**src/rtl/data_cache_if.sv**
```systemverilog
// Pipeline-side and backing-memory-side bus bundles for the data cache.
// master drives the request; slave answers it.
interface data_cache_cpu_if #(
    parameter int ADDRESS_WIDTH = 32,
    parameter int DATA_WIDTH    = 32
);
    logic [ADDRESS_WIDTH-1:0] A;
    logic                     RE;
    logic                     WE;
    logic [DATA_WIDTH-1:0]    WD;
    logic [DATA_WIDTH-1:0]    RD;
    logic                     stall;

    modport master (output A, RE, WE, WD, input RD, stall);
    modport slave  (input A, RE, WE, WD, output RD, stall);
endinterface

interface data_cache_mem_if #(
    parameter int ADDRESS_WIDTH = 32,
    parameter int DATA_WIDTH    = 32
);
    logic                     mem_req;
    logic                     mem_we;
    logic [ADDRESS_WIDTH-1:0] mem_addr;
    logic [DATA_WIDTH-1:0]    mem_wdata;
    logic                     mem_ready;
    logic [DATA_WIDTH-1:0]    mem_rdata;

    modport master (output mem_req, mem_we, mem_addr, mem_wdata, input mem_ready, mem_rdata);
    modport slave  (input mem_req, mem_we, mem_addr, mem_wdata, output mem_ready, mem_rdata);
endinterface

```
**src/rtl/data_cache.sv**
```systemverilog
// Direct-mapped, write-through, no-write-allocate data cache, one word per line.
// Define DCACHE_STATS_EN to build the hit/miss statistics counters.
module data_cache #(
    parameter int ADDRESS_WIDTH = 32,
    parameter int DATA_WIDTH    = 32,
    parameter int SET_BITS      = 4
) (
    input  logic               clk,
    input  logic               rst,
    data_cache_cpu_if.slave    cpu,
    data_cache_mem_if.master   mem,
    output logic [31:0]        hit_count,
    output logic [31:0]        miss_count
);
    localparam int NUM_LINES = 1 << SET_BITS;
    localparam int TAG_WIDTH = ADDRESS_WIDTH - SET_BITS - 2;

    typedef enum logic [1:0] {IDLE, FILL, WRITE} state_t;

    typedef struct packed {
        logic [TAG_WIDTH-1:0]  tag;
        logic [DATA_WIDTH-1:0] data;
    } line_t;

    state_t                   state, stateNext;
    logic [NUM_LINES-1:0]     validQ;
    line_t                    lines [NUM_LINES];

    logic [SET_BITS-1:0]      reqIdx, fillIdx;
    logic [TAG_WIDTH-1:0]     reqTag, fillTag;
    logic                     hit;
    logic                     idleRead, idleWrite, fillDone, writeDone;
    logic [DATA_WIDTH-1:0]    rdData;
    logic                     stallC;

    logic                     memReqQ, memWeQ;
    logic [ADDRESS_WIDTH-1:0] memAddrQ;
    logic [DATA_WIDTH-1:0]    memWdataQ;

    logic                     unusedLowBits;
    assign unusedLowBits = ^{cpu.A[1:0], memAddrQ[1:0]};

    assign reqIdx  = cpu.A[SET_BITS+1:2];
    assign reqTag  = cpu.A[ADDRESS_WIDTH-1:SET_BITS+2];
    assign fillIdx = memAddrQ[SET_BITS+1:2];
    assign fillTag = memAddrQ[ADDRESS_WIDTH-1:SET_BITS+2];

    assign hit       = validQ[reqIdx] && (lines[reqIdx].tag == reqTag);
    assign idleWrite = (state == IDLE) && cpu.WE;
    assign idleRead  = (state == IDLE) && cpu.RE && !cpu.WE;
    assign fillDone  = (state == FILL) && mem.mem_ready;
    assign writeDone = (state == WRITE) && mem.mem_ready;

    always_ff @(posedge clk) begin
        if (rst) state <= IDLE;
        else     state <= stateNext;
    end

    always_comb begin
        stateNext = state;
        stallC    = 1'b0;
        rdData    = lines[reqIdx].data;
        case (state)
            IDLE: begin
                if (cpu.WE) begin
                    stallC    = 1'b1;
                    stateNext = WRITE;
                end else if (cpu.RE && !hit) begin
                    stallC    = 1'b1;
                    stateNext = FILL;
                end
            end
            FILL: begin
                stallC = !mem.mem_ready;
                if (mem.mem_ready) begin
                    rdData    = mem.mem_rdata;
                    stateNext = IDLE;
                end
            end
            WRITE: begin
                stallC = !mem.mem_ready;
                if (mem.mem_ready) stateNext = IDLE;
            end
            default: stateNext = IDLE;
        endcase
        // Reset must never hold the pipeline or leak stale line data.
        if (rst) begin
            stallC    = 1'b0;
            rdData    = '0;
            stateNext = IDLE;
        end
    end

    assign cpu.stall = stallC;
    assign cpu.RD    = rdData;

    always_ff @(posedge clk) begin
        if (rst) begin
            memReqQ   <= 1'b0;
            memWeQ    <= 1'b0;
            memAddrQ  <= '0;
            memWdataQ <= '0;
            validQ    <= '0;
        end else begin
            if (idleWrite) begin
                memReqQ   <= 1'b1;
                memWeQ    <= 1'b1;
                memAddrQ  <= cpu.A;
                memWdataQ <= cpu.WD;
            end else if (idleRead && !hit) begin
                memReqQ  <= 1'b1;
                memWeQ   <= 1'b0;
                memAddrQ <= cpu.A;
            end else if (fillDone || writeDone) begin
                memReqQ <= 1'b0;
            end
            if (fillDone) validQ[fillIdx] <= 1'b1;
        end
    end

    // Tag/data storage needs no reset: validQ gates every use of it.
    always_ff @(posedge clk) begin
        if (!rst) begin
            if (idleWrite && hit) lines[reqIdx].data <= cpu.WD;
            if (fillDone)         lines[fillIdx] <= '{tag: fillTag, data: mem.mem_rdata};
        end
    end

    assign mem.mem_req   = memReqQ;
    assign mem.mem_we    = memWeQ;
    assign mem.mem_addr  = memAddrQ;
    assign mem.mem_wdata = memWdataQ;

`ifdef DCACHE_STATS_EN
    logic [31:0] hitCntQ, missCntQ;

    always_ff @(posedge clk) begin
        if (rst) begin
            hitCntQ  <= '0;
            missCntQ <= '0;
        end else if (idleRead) begin
            if (hit) hitCntQ  <= hitCntQ + 32'd1;
            else     missCntQ <= missCntQ + 32'd1;
        end
    end

    assign hit_count  = hitCntQ;
    assign miss_count = missCntQ;
`else
    assign hit_count  = '0;
    assign miss_count = '0;
`endif

endmodule

```
**src/flat_wrapper.sv**
```systemverilog
// flat-port wrapper written by rule: the top's interface ports become plain ports
module data_cache_flat 
#(
    parameter int ADDRESS_WIDTH = 32,
    parameter int DATA_WIDTH    = 32,
    parameter int SET_BITS      = 4
)
  (clk, rst, hit_count, miss_count, cpu_A, cpu_RE, cpu_WE, cpu_WD, cpu_RD, cpu_stall, mem_mem_req, mem_mem_we, mem_mem_addr, mem_mem_wdata, mem_mem_ready, mem_mem_rdata);
  data_cache_cpu_if #(.ADDRESS_WIDTH(ADDRESS_WIDTH), .DATA_WIDTH(DATA_WIDTH)) cpu_i ();
  data_cache_mem_if #(.ADDRESS_WIDTH(ADDRESS_WIDTH), .DATA_WIDTH(DATA_WIDTH)) mem_i ();
  input  logic clk;
  input  logic rst;
  output logic [31:0] hit_count;
  output logic [31:0] miss_count;
  input wire logic [$bits(cpu_i.A)-1:0] cpu_A;
  input wire logic [$bits(cpu_i.RE)-1:0] cpu_RE;
  input wire logic [$bits(cpu_i.WE)-1:0] cpu_WE;
  input wire logic [$bits(cpu_i.WD)-1:0] cpu_WD;
  output wire logic [$bits(cpu_i.RD)-1:0] cpu_RD;
  output wire logic [$bits(cpu_i.stall)-1:0] cpu_stall;
  output wire logic [$bits(mem_i.mem_req)-1:0] mem_mem_req;
  output wire logic [$bits(mem_i.mem_we)-1:0] mem_mem_we;
  output wire logic [$bits(mem_i.mem_addr)-1:0] mem_mem_addr;
  output wire logic [$bits(mem_i.mem_wdata)-1:0] mem_mem_wdata;
  input wire logic [$bits(mem_i.mem_ready)-1:0] mem_mem_ready;
  input wire logic [$bits(mem_i.mem_rdata)-1:0] mem_mem_rdata;
  assign cpu_i.A = cpu_A;
  assign cpu_i.RE = cpu_RE;
  assign cpu_i.WE = cpu_WE;
  assign cpu_i.WD = cpu_WD;
  assign cpu_RD = cpu_i.RD;
  assign cpu_stall = cpu_i.stall;
  assign mem_mem_req = mem_i.mem_req;
  assign mem_mem_we = mem_i.mem_we;
  assign mem_mem_addr = mem_i.mem_addr;
  assign mem_mem_wdata = mem_i.mem_wdata;
  assign mem_i.mem_ready = mem_mem_ready;
  assign mem_i.mem_rdata = mem_mem_rdata;
  data_cache #(.ADDRESS_WIDTH(ADDRESS_WIDTH), .DATA_WIDTH(DATA_WIDTH), .SET_BITS(SET_BITS)) u_core (.clk(clk), .rst(rst), .cpu(cpu_i), .mem(mem_i), .hit_count(hit_count), .miss_count(miss_count));
endmodule
```
**config.mk**
```make
export PLATFORM = sky130hd
export DESIGN_NAME = data_cache_flat
export DESIGN_NICKNAME = d
export VERILOG_FILES = /design/src/rtl/data_cache_if.sv /design/src/rtl/data_cache.sv /design/src/flat_wrapper.sv
export SDC_FILE = /design/constraint.sdc
export NUM_CORES = 1
export LEC_CHECK = 0
export BUFFER_PORTS_ARGS = -buffer_cell sky130_fd_sc_hd__buf_2
export CORE_MARGIN = 2
export CORE_UTILIZATION = 45
export DETAILED_ROUTE_END_ITERATION = 6
export SYNTH_ARGS = -nofsm -noshare
export SYNTH_HDL_FRONTEND = slang
export SYNTH_SLANG_ARGS = --single-unit
```
**constraint.sdc**
```tcl
create_clock -name clk -period 8.5 [get_ports clk]
set_clock_uncertainty 0.2 [all_clocks]
set_input_delay 0.85 -clock clk [delete_from_list [all_inputs] [get_ports clk]]
set_output_delay 0.85 -clock clk [all_outputs]
set_load 0.005 [all_outputs]
```
==> results of run 1 <==
-- layout make-up --
type,instances,area share [%]
Multi-Input combinational cell,1014,22.7
Clock buffer,126,5.92
Inverter,41,0.331
Timing Repair Buffer,249,3.01
Tap cell,1176,3.14
Clock inverter,69,1.87
Sequential cell,1012,63.0
Antenna cell,2,0.0107
-- flip-flops by register name, indices dropped and copies added, names as in the netlist --
name	cells
u_core.lines	928
u_core.mem.mem_addr	32
u_core.mem.mem_req	1
u_core.mem.mem_wdata	32
u_core.mem.mem_we	1
u_core.state	2
u_core.validQ	16
-- worst max-delay path, cell delays in order --
cell       delay (ps)
clkbuf_8          650
buf_4             800
mux4_2            340
mux4_2            330
o2111ai_1         130
or4_1             420
nor4_1            830
a41oi_4           240
o21a_1            320
buf_2             180
-- through the flow --
| stage | hold slack (ps) | total power, µW |
|---|---|---|
| 6_report | 213 | 11000 |
| 5_1_grt | 199 | 11300 |
| 4_1_cts | 171 | 11100 |
| 3_5_place_dp | 245 | 6260 |
| 3_3_place_gp | 238 | 6240 |
| 2_1_floorplan | 231 | 6000 |
-- path summary, 6_finish.rpt --
path / from / end / slack [ps] / cells after the start
worst max-delay path: cpu_A[3] / cpu_stall / 2180 / 10
worst min-delay path: cpu_WD[15] / u_core.mem.mem_wdata[15] / 210 / 3
worst max register to register: u_core.lines[13][49] / u_core.lines[3][16] / 3760 / 9
worst min register to register: u_core.mem.mem_wdata[21] / u_core.mem.mem_wdata[21] / 250 / 2
-- power groups by stage --
stage | registers, µW | clock network, µW | logic [µW]
2_1_floorplan | 5590 | 0 | 408
3_3_place_gp | 5600 | 0 | 642
3_5_place_dp | 5600 | 0 | 656
4_1_cts | 5500 | 4910 | 660
5_1_grt | 5500 | 5120 | 704
6_report | 5500 | 4830 | 651
-- kinds of logic (layout without fill, tap and decap cells) --
group | after synthesis | after routing | share of synthesized area [%]
muxes | 351 | 351 | 16.6
AOI/OAI and AO/OA | 168 | 168 | 2.51
and+or+nand+nor | 389 | 389 | 4.66
other | 1 | 66 | 0.00919
buffers and inverters | 225 | 485 | 2.91
xor gates and xnor gates | 38 | 38 | 0.834
DFF | 1012 | 1012 | 72.4
adders and majority gates | 4 | 4 | 0.123
-- per-layer routing --
metal	vias to the layer above	track usage (%)
met3	141	3.50
met5	-	0
met4	0	5.43
met2	830	31.7
li1	8990	-
met1	11250	32.4
-- cell usage after synthesis, types with 2 or more instances --
cell / number
edfxtp_1: 928
mux4_2: 259
nand2_1: 181
dfxtp_1: 84
mux2i_1: 82
nand2b_1: 75
buf_4: 71
clkbuf_1: 63
a21oi_1: 57
nor2_1: 50
o21ai_0: 41
inv_1: 39
buf_2: 35
and2_1: 29
xor2_1: 22
a211oi_1: 18
xnor2_1: 15
buf_1: 12
nor2b_1: 10
nor3_1: 10
mux2_2: 9
nand3_1: 9
a22oi_1: 7
a31oi_1: 7
o22ai_1: 7
a221oi_1: 5
o21a_1: 5
ha_1: 4
a211o_1: 3
nor3b_1: 3
or2_2: 3
or4_1: 3
and2_0: 2
and4_1: 2
buf_6: 2
inv_2: 2
o32ai_1: 2
or3_1: 2
==> summary.md, run 1 <==
| Metric | Value |
|---|---|
| CTS tree | `yes` |
| FFs w/ async S/R, synth | `0%` |
| Pre-CTS setup slack | `2170 ps` |
| Routed Antenna Nets | `0` |
| Post-synth EDFFs | `928` |
| Switching Fraction | `21.7%` |
| Slew Viols, Final | `0` |
| Number of global-route vias before repair | `20942` |
| Endpoints failing hold | `0` |
| Met2 WL | `45.4 mm` |
| Core area | `90000 µm²` |
| Setup violators final | `0` |
| Total number of vias | `21211` |
| Ys flop type | `edfxtp_1` |
| Starting DRT DRC Count | `2139` |
| Gate power share | `5.9%` |
| Fin area | `46900 µm²` |
| CTS HTree Levels | `3` |
| RSZ-0062 raised after global routing | `false` |
| Finished Layout Cells | `3689` |
| Fmax | `158 MHz` |
| Clock sink count | `1012` |
| Standard-cell rows | `110` |
| Min-Delay Path Class | `in -> reg` |
| # hold bufs at CTS | `0` |
| Global-route wire length before repair | `144 mm` |
| GRT overflow | `0` |
| Power Density | `234 nW/µm²` |
| Critical path endpoint category | `output port` |
| DRC | `0` |
| Final WL | `98.7 mm` |
| Routed wl met3 | `6.79 mm` |
| Worst-margin pin slew | `1160 ps` |
| Placer Congestion | `0.768` |
| Worst-path fanout max | `92` |
| Setup repair bufs after CTS | `0` |
| Flop pwr share | `50.1%` |
| CTS clock-pin slew for the worst setup and hold paths | `60 ps` |
| Share of layout cells above drive strength 1 | `28.8%` |
| Met1 WL | `44.5 mm` |
| Leak | `0.0148 µW` |
| Tcrit/Tclk final | `74.3%` |
| YS warnings | `0` |
| Setup TNS | `0 ps` |
| Synthesized area per cell | `18.7 µm²` |
| Synth area leader | `edfxtp_1` |
| Antenna violations before repair | `4` |
| Placed cell count | `3492` |
| Synth Cell Area | `40800 µm²` |
| Die ar. | `93100 µm²` |
| Peak supply drop | `0.000156 V` |
| Area grow syn2layout | `14.9%` |
| Fillers | `7252` |
| Die X | `305 µm` |
| Area post-placement | `43300 µm²` |
| Final core utilization | `52.1%` |
| Detailed Routing Iterations Pass 1 | `6` |
| Startpoint types | `input pin` |
| Relative slew slack | `22.7%` |
| Yosys top cell area share | `68.3%` |
| I/O Buffers | `199` |
| Clock root cell | `clkbuf_16` |
| Top layer in use | `met4` |
| Clock share of power | `44.0%` |
| Commonest non-fill, non-tap cell in the layout | `edfxtp_1` |
| IO Pins | `264` |
| Resized cells post-CTS | `0` |
| Status | `complete, no violations` |
| Setup ws final | `2180 ps` |
| Max-Cap Viols | `0` |
| Crit Path Category | `in -> out` |
| Clk buf depth | `3` |
| WL per Instance | `26.8 µm` |
| CP Data Arrival Time | `5270 ps` |
| Post-synthesis cell count | `2188` |
| Commonest cells after routing, fill and taps aside | `edfxtp_1, mux4_2, buf_2, nand2_1, clkbuf_16` |
| Reg area | `29500 µm²` |
| Initial Util | `45.4%` |
| Synth Register Bits | `1012` |
| Global Route Usage Sum | `21.1%` |
| Tmin final | `6320 ps` |
| Int Pwr | `8590 µW` |
| Post-synth cell types | `68` |
| NumNets Final | `2526` |
| Post-DR vias/cell | `5.75` |
| Critical Path RT | `7450 ps` |
| HPWL after DPL | `59.6 mm` |
| Seq/Total Area, Yosys | `72.4%` |
| Psw | `2380 µW` |
| Worst skew pair latency | `690 ps` |
| Area occupied by multi-input gates | `10700 µm²` |
| Largest net degree at the start of global routing | `93` |
| Largest cells by area after synthesis | `edfxtp_1, mux4_2, dfxtp_1` |
| Num CTS Buffers | `103` |
| Die Y | `305 µm` |
Power figures use the tool's default switching activity.
==> run 2: changes to the inputs <==
- clock period: 8.5 -> 6 ns (I/O delays scaled with it)
==> summary.md, run 2 (synthesis results as in run 1) <==
| Metric | Value |
|---|---|
| Num CTS Buffers | `104 (+0.97%)` |
| Min-Delay Path Class | `in -> reg` |
| DRC | `3 (+3)` |
| Largest register FFs | `928 (unchanged)` |
| Switching Fraction | `21.7% (about the same)` |
| Setup repair bufs after CTS | `0 (unchanged)` |
| Flop-to-flop setup slack | `1720 ps (-2040 ps)` |
| FF-to-FF Start | `u_core.lines[15][49]` |
| Largest net degree at the start of global routing | `77 (-17%)` |
| Worst skew pair latency | `680 ps (about the same)` |
| Fmax | `192 MHz` |
| Routed Antenna Nets | `0 (unchanged)` |
| Status | `complete, but fails checks` |
| GRT overflow | `0 (unchanged)` |
| Startpoint types | `input pin` |
| Die Y | `305 µm (unchanged)` |
| Power Density | `326 nW/µm² (+39%)` |
| Share of layout cells above drive strength 1 | `28.8% (about the same)` |
| Failing checks | `DRC` |
| Final WL | `97.8 mm (-0.96%)` |
| Core area | `90000 µm² (unchanged)` |
| Starting DRT DRC Count | `2276 (+6.4%)` |
| Critical path endpoint category | `output port` |
| IO Pins | `264 (unchanged)` |
| I/O Buffers | `199 (unchanged)` |
| Commonest non-fill, non-tap cell in the layout | `edfxtp_1` |
| WL per Instance | `26.2 µm (-2.2%)` |
| Crit path depth | `11 (+1)` |
| Crit Path Category | `in -> out` |
| CP Data Arrival Time | `4400 ps (-870 ps)` |
| Slowest Stage Delay on Critical Path | `730 ps (-100 ps)` |
| Clock sink count | `1012 (unchanged)` |
| Max-Cap Viols | `0 (unchanged)` |
| Detailed Routing Iterations Pass 1 | `7 (+1)` |
| Relative slew slack | `20.5% (-2.2 points)` |
| NumNets Final | `2573 (+1.9%)` |
| Initial Util | `45.4% (unchanged)` |
| HPWL after DPL | `60.8 mm (+2.1%)` |
| Die X | `305 µm (unchanged)` |
| Resized cells post-CTS | `0 (unchanged)` |
| Standard-cell rows | `110 (unchanged)` |
| Die ar. | `93100 µm² (unchanged)` |
| Tcrit/Tclk final | `86.6%` |
| Gate power share | `6.1% (+0.2 points)` |
| Critical Path RT | `5200 ps (-2250 ps)` |
| Clk buf depth | `3 (unchanged)` |
| Critical path's slowest cell | `nor4_1` |
| Antenna violations before repair | `3 (-1)` |
| Total number of vias | `21163 (-0.23%)` |
| RSZ-0062 raised after global routing | `false` |
| Number of global-route vias before repair | `21607 (+3.2%)` |
| Critical path buffer and inverter count | `3 (unchanged)` |
| Setup violators final | `0 (unchanged)` |
| Peak supply drop | `0.000287 V (+84%)` |
| Worst-path fanout max | `48 (-48%)` |
| Reg2reg path depth | `10 (+1)` |
| Slew Viols, Final | `0 (unchanged)` |
| Crit path launch | `cpu_A[2]` |
| Post-DR vias/cell | `5.66 (-1.5%)` |
| CTS HTree Levels | `3 (unchanged)` |
| Commonest cells after routing, fill and taps aside | `edfxtp_1, mux4_2, buf_2, nand2_1, clkbuf_16` |
| Clock share of power | `43.6% (-0.4 points)` |
| Global-route wire length before repair | `144 mm (about the same)` |
| Finished Layout Cells | `3736 (+1.3%)` |
| Global Route Usage Sum | `21.0% (-0.12 points)` |
| Endpoints failing hold | `0 (unchanged)` |
| Area grow syn2layout | `16.4%` |
| Leak | `0.0151 µW (+1.6%)` |
| Worst-margin pin slew | `1190 ps (+33.4 ps)` |
| Biggest register | `u_core.lines` |
| Clock root cell | `clkbuf_16` |
| Placed cell count | `3502 (+0.29%)` |
| Reg-to-Reg End | `u_core.lines[8][16]` |
| CTS tree | `yes` |
| Psw | `3370 µW (+41%)` |
| CTS clock-pin slew for the worst setup and hold paths | `60 ps (about the same)` |
| Cell Chain, Critical Path | `buf_8, buf_12, mux4_2, a32oi_1, or2_2, o2111ai_1, or4_1, nor4_1, a41oi_4, o21a_1, buf_2` |
| Tmin final | `5200 ps` |
| Final hold slack | `32.7 ps (-181 ps)` |
| Flop pwr share | `50.3% (+0.2 points)` |
| Int Pwr | `12100 µW (+41%)` |
| Critical path's top delay family | `simple AND/OR/NAND/NOR gates` |
| Placer Congestion | `0.777 (+1.1%)` |
| Crit path to | `cpu_stall` |
## run 2: changes by cell type in the layout (fill, tap and decap cells not counted), moves of 4 or more
cell           before  now
buf_12              1   15
clkinv_4            6    1
clkinv_2           16   21
buf_4              50   46
dlygate4sd3_1       0   36
clkbuf_8            4    9
clkinv_1           18   13
## run 2: power groups by stage
stage                     registers [µW]  logic (µW)  clock network [µW]
final                               7790         943                6760
after global routing                7790        1020                7160
after CTS                           7790         954                6870
after detailed placement            7940         933                   0
after global placement              7930         913                   0
after floorplan                     7920         578                   0
## run 2: how the worst min path moves through the flow
stage                                         from  cells after the start  slack, ps                       end
after floorplan                  u_core.validQ[10]                      2        230         u_core.validQ[10]
after global placement    u_core.mem.mem_wdata[21]                      2        240  u_core.mem.mem_wdata[21]
after detailed placement   u_core.mem.mem_wdata[0]                      2        250   u_core.mem.mem_wdata[0]
after CTS                                cpu_A[18]                      3          2   u_core.mem.mem_addr[18]
after global routing                     cpu_A[18]                      3         10   u_core.mem.mem_addr[18]
final                                    cpu_A[18]                      3         30   u_core.mem.mem_addr[18]
## run 2: what timing repair did
action,4_1_cts,5_1_grt
setup endpoints to repair,0,0
hold endpoints to repair,36,0
hold buffers,36,0
## run 2: metrics by stage
step	utilization, %	power [µW]	setup WS [ps]	setup TNS [ps]	cell area, µm²
finish	52.8	15500	803	0	47500
global route	52.8	16000	526	0	47500
CTS	52.8	15600	797	0	47500
detailed placement	48.3	8870	778	0	43500
global placement	48.3	8840	808	0	43500
floorplan	-	8500	-371	-164020	41100
## run 2: metal layers
layer / up-vias / global-route usage, % / wire, µm
li1: 9087 / - / -
met1: 11163 / 30.5 / 42600
met2: 783 / 32.7 / 46100
met3: 130 / 4.27 / 6980
met4: 0 / 5.37 / 2060
met5: - / 0 / 0
## run 2: cell type report
type | instances | area [µm²]
fill | 7110 | 42500
sequential | 1012 | 29500
multi-input combinational | 1014 | 10700
clock buffer | 132 | 2810
timing repair buffer | 295 | 2020
tap | 1176 | 1470
clock inverter | 63 | 825
inverter | 41 | 155
antenna | 3 | 7.51
## run 2: worst register-to-register path, delay by kind of cell (launching register included)
kind | cells | cell delay [ps]
AND/OR/NAND/NOR | 3 | 1040
buffers and inverters | 3 | 810
AO/OA/AOI/OAI | 1 | 300
XOR/XNOR | 1 | 200
flip-flops | 1 | 370
multiplexers | 2 | 980
==> run 3: changes to the inputs <==
- CORE_UTILIZATION: 45 -> 50
- PLACE_DENSITY: not set -> 0.68
==> summary.md, run 3 (synthesis results as in run 1) <==
| Metric | Value |
|---|---|
| Status | `complete, no violations` |
| Commonest cells after routing, fill and taps aside | `edfxtp_1, mux4_2, buf_2, nand2_1, clkbuf_16` |
| CTS HTree Levels | `3 (unchanged)` |
| Peak supply drop | `0.000257 V (-11%)` |
| Critical path's slowest cell | `mux4_2` |
| Critical Path RT | `5200 ps (about the same)` |
| Resized cells post-CTS | `0 (unchanged)` |
| Power Density | `324 nW/µm² (-0.61%)` |
| Fillers | `5834 (-18%)` |
| Placed cell count | `3391 (-3.2%)` |
| Share of layout cells above drive strength 1 | `28.9% (+0.084 points)` |
| Placer Congestion | `0.822 (+5.8%)` |
| Relative slew slack | `22.4% (+1.9 points)` |
| Area occupied by multi-input gates | `10700 µm² (about the same)` |
| Tmin final | `5040 ps (-156 ps)` |
| Standard-cell rows | `104 (-5.5%)` |
| Min-Delay Path Class | `in -> reg` |
| Largest net degree at the start of global routing | `105 (+36%)` |
| Crit Path Category | `in -> out` |
| Endpoints failing hold | `0 (unchanged)` |
| Num CTS Buffers | `101 (-2.9%)` |
| Initial Util | `50.6% (+5.2 points)` |
| Antenna violations before repair | `1 (-2)` |
| Routed Antenna Nets | `0 (unchanged)` |
| Post-DR vias/cell | `5.91 (+4.4%)` |
| Slew Viols, Final | `0 (unchanged)` |
| Final WL | `96.8 mm (-0.97%)` |
| Number of global-route vias before repair | `21648 (+0.19%)` |
| Crit path launch | `cpu_A[2]` |
| Worst-margin pin slew | `1160 ps (-28.2 ps)` |
| CTS clock-pin slew for the worst setup and hold paths | `60 ps (about the same)` |
| Worst skew pair latency | `670 ps (about the same)` |
| Biggest register | `u_core.lines` |
| Clock sink count | `1012 (unchanged)` |
| Critical path's top delay family | `buffers and inverters` |
| # hold bufs at CTS | `32 (-11%)` |
| CP Data Arrival Time | `4240 ps (-160 ps)` |
| Starting DRT DRC Count | `2263 (-0.57%)` |
| Area post-placement | `43500 µm² (-0.12%)` |
| Worst-path fanout max | `67 (+40%)` |
| Die X | `290 µm (-5.1%)` |
| WL per Instance | `26.8 µm (+2.4%)` |
| GRT overflow | `0 (unchanged)` |
| Largest register FFs | `928 (unchanged)` |
| CTS tree | `yes` |
| Fin area | `47300 µm² (-0.38%)` |
| Commonest non-fill, non-tap cell in the layout | `edfxtp_1` |
| Critical path endpoint category | `output port` |
| Slowest Stage Delay on Critical Path | `560 ps (-170 ps)` |
| RSZ-0062 raised after global routing | `false` |
| HPWL after DPL | `55.8 mm (-8.4%)` |
| Leak | `0.0151 µW (about the same)` |
| Total number of vias | `21374 (+1.0%)` |
| Die ar. | `84000 µm² (-9.9%)` |
| Clock root cell | `clkbuf_16` |
| IO Pins | `264 (unchanged)` |
| Fmax | `198 MHz (+3.1%)` |
| Tcrit/Tclk final | `84.0% (-2.6 points)` |
| Clk buf depth | `3 (unchanged)` |
| Core area | `80700 µm² (-10%)` |
| Setup repair bufs after CTS | `0 (unchanged)` |
| NumNets Final | `2571 (-0.078%)` |
| Finished Layout Cells | `3614 (-3.3%)` |
| Startpoint types | `input pin` |
| Global Route Usage Sum | `23.1% (+2.1 points)` |
| Area grow syn2layout | `15.9%` |
| DRC | `0 (-3)` |
| Detailed Routing Iterations Pass 1 | `5 (-2)` |
| Die Y | `290 µm (-5.1%)` |
| FF-to-FF Start | `u_core.lines[12][49]` |
| Reg area | `29500 µm² (unchanged)` |
| Cell Chain, Critical Path | `buf_8, buf_12, mux4_2, and2_0, o21ai_1, mux2i_1, or4_1, nor4_1, buf_4, a41oi_4, o21a_1, buf_2` |
| Global-route wire length before repair | `140 mm (-2.5%)` |
| Setup violators final | `0 (unchanged)` |
| Hold wc startpoint | `cpu_A[6]` |
| Critical path buffer and inverter count | `4 (+1)` |
| Max-Cap Viols | `0 (unchanged)` |
| I/O Buffers | `199 (unchanged)` |
[run 3: cell types whose count changed in the layout (fill, tap and decap cells not counted), moves of 2 or more]
cell,change
dlygate4sd3_1,-4
clkinv_1,-4
inv_16,+2
buf_12,+5
clkbuf_16,-2
clkbuf_8,+2
clkinvlp_4,-4
clkinv_2,+4
diode_2,-2
[run 3: power breakdown]
| group | switching, µW | internal, µW | total [µW] |
|---|---|---|---|
| registers | 50.1 | 7740 | 7790 |
| clock network | 2690 | 3940 | 6640 |
| logic | 551 | 360 | 911 |
| total | 3290 | 12000 | 15300 |
[run 3: layout make-up]
class                      count  area share, %
sequential                  1012           62.4
antenna                        1        0.00529
multi-input combinational   1014           22.5
clock buffer                 132           5.89
clock inverter                58           1.61
inverter                      41          0.328
timing repair buffer         296           4.40
tap                         1060           2.80
[run 3: routing by layer]
metal	global-route usage, %	wire, µm
met4	7.41	2440
met3	4.47	7980
met1	30.8	37600
met2	38.6	48800
met5	0	0
[run 3: worst paths after layout]
path / to / cells past startpoint / slack, ps
max: cpu_stall / 12 / 960
min reg2reg: u_core.mem.mem_wdata[6] / 2 / 250
min: u_core.mem.mem_addr[6] / 3 / 30
max reg2reg: u_core.lines[6][14] / 10 / 1350
[run 3: worst min-delay path, cell delays in order]
cell and delay (ps):
buf_2 120, nand2b_1 60, mux2i_1 60
[run 3: stage by stage]
| stage | power, µW | utilization, % | setup WS, ps | TNS, ps | hold WS (ps) |
|---|---|---|---|---|---|
| 2_1_floorplan | 8500 | - | -371 | -164020 | 231 |
| 3_3_place_gp | 8810 | 53.9 | 704 | 0 | 238 |
| 5_1_grt | 15800 | 58.7 | 702 | 0 | 27.0 |
| 3_5_place_dp | 8830 | 53.9 | 618 | 0 | 246 |
| 4_1_cts | 15400 | 58.7 | 913 | 0 | 3.89 |
| 6_report | 15300 | 58.7 | 959 | 0 | 30.8 |
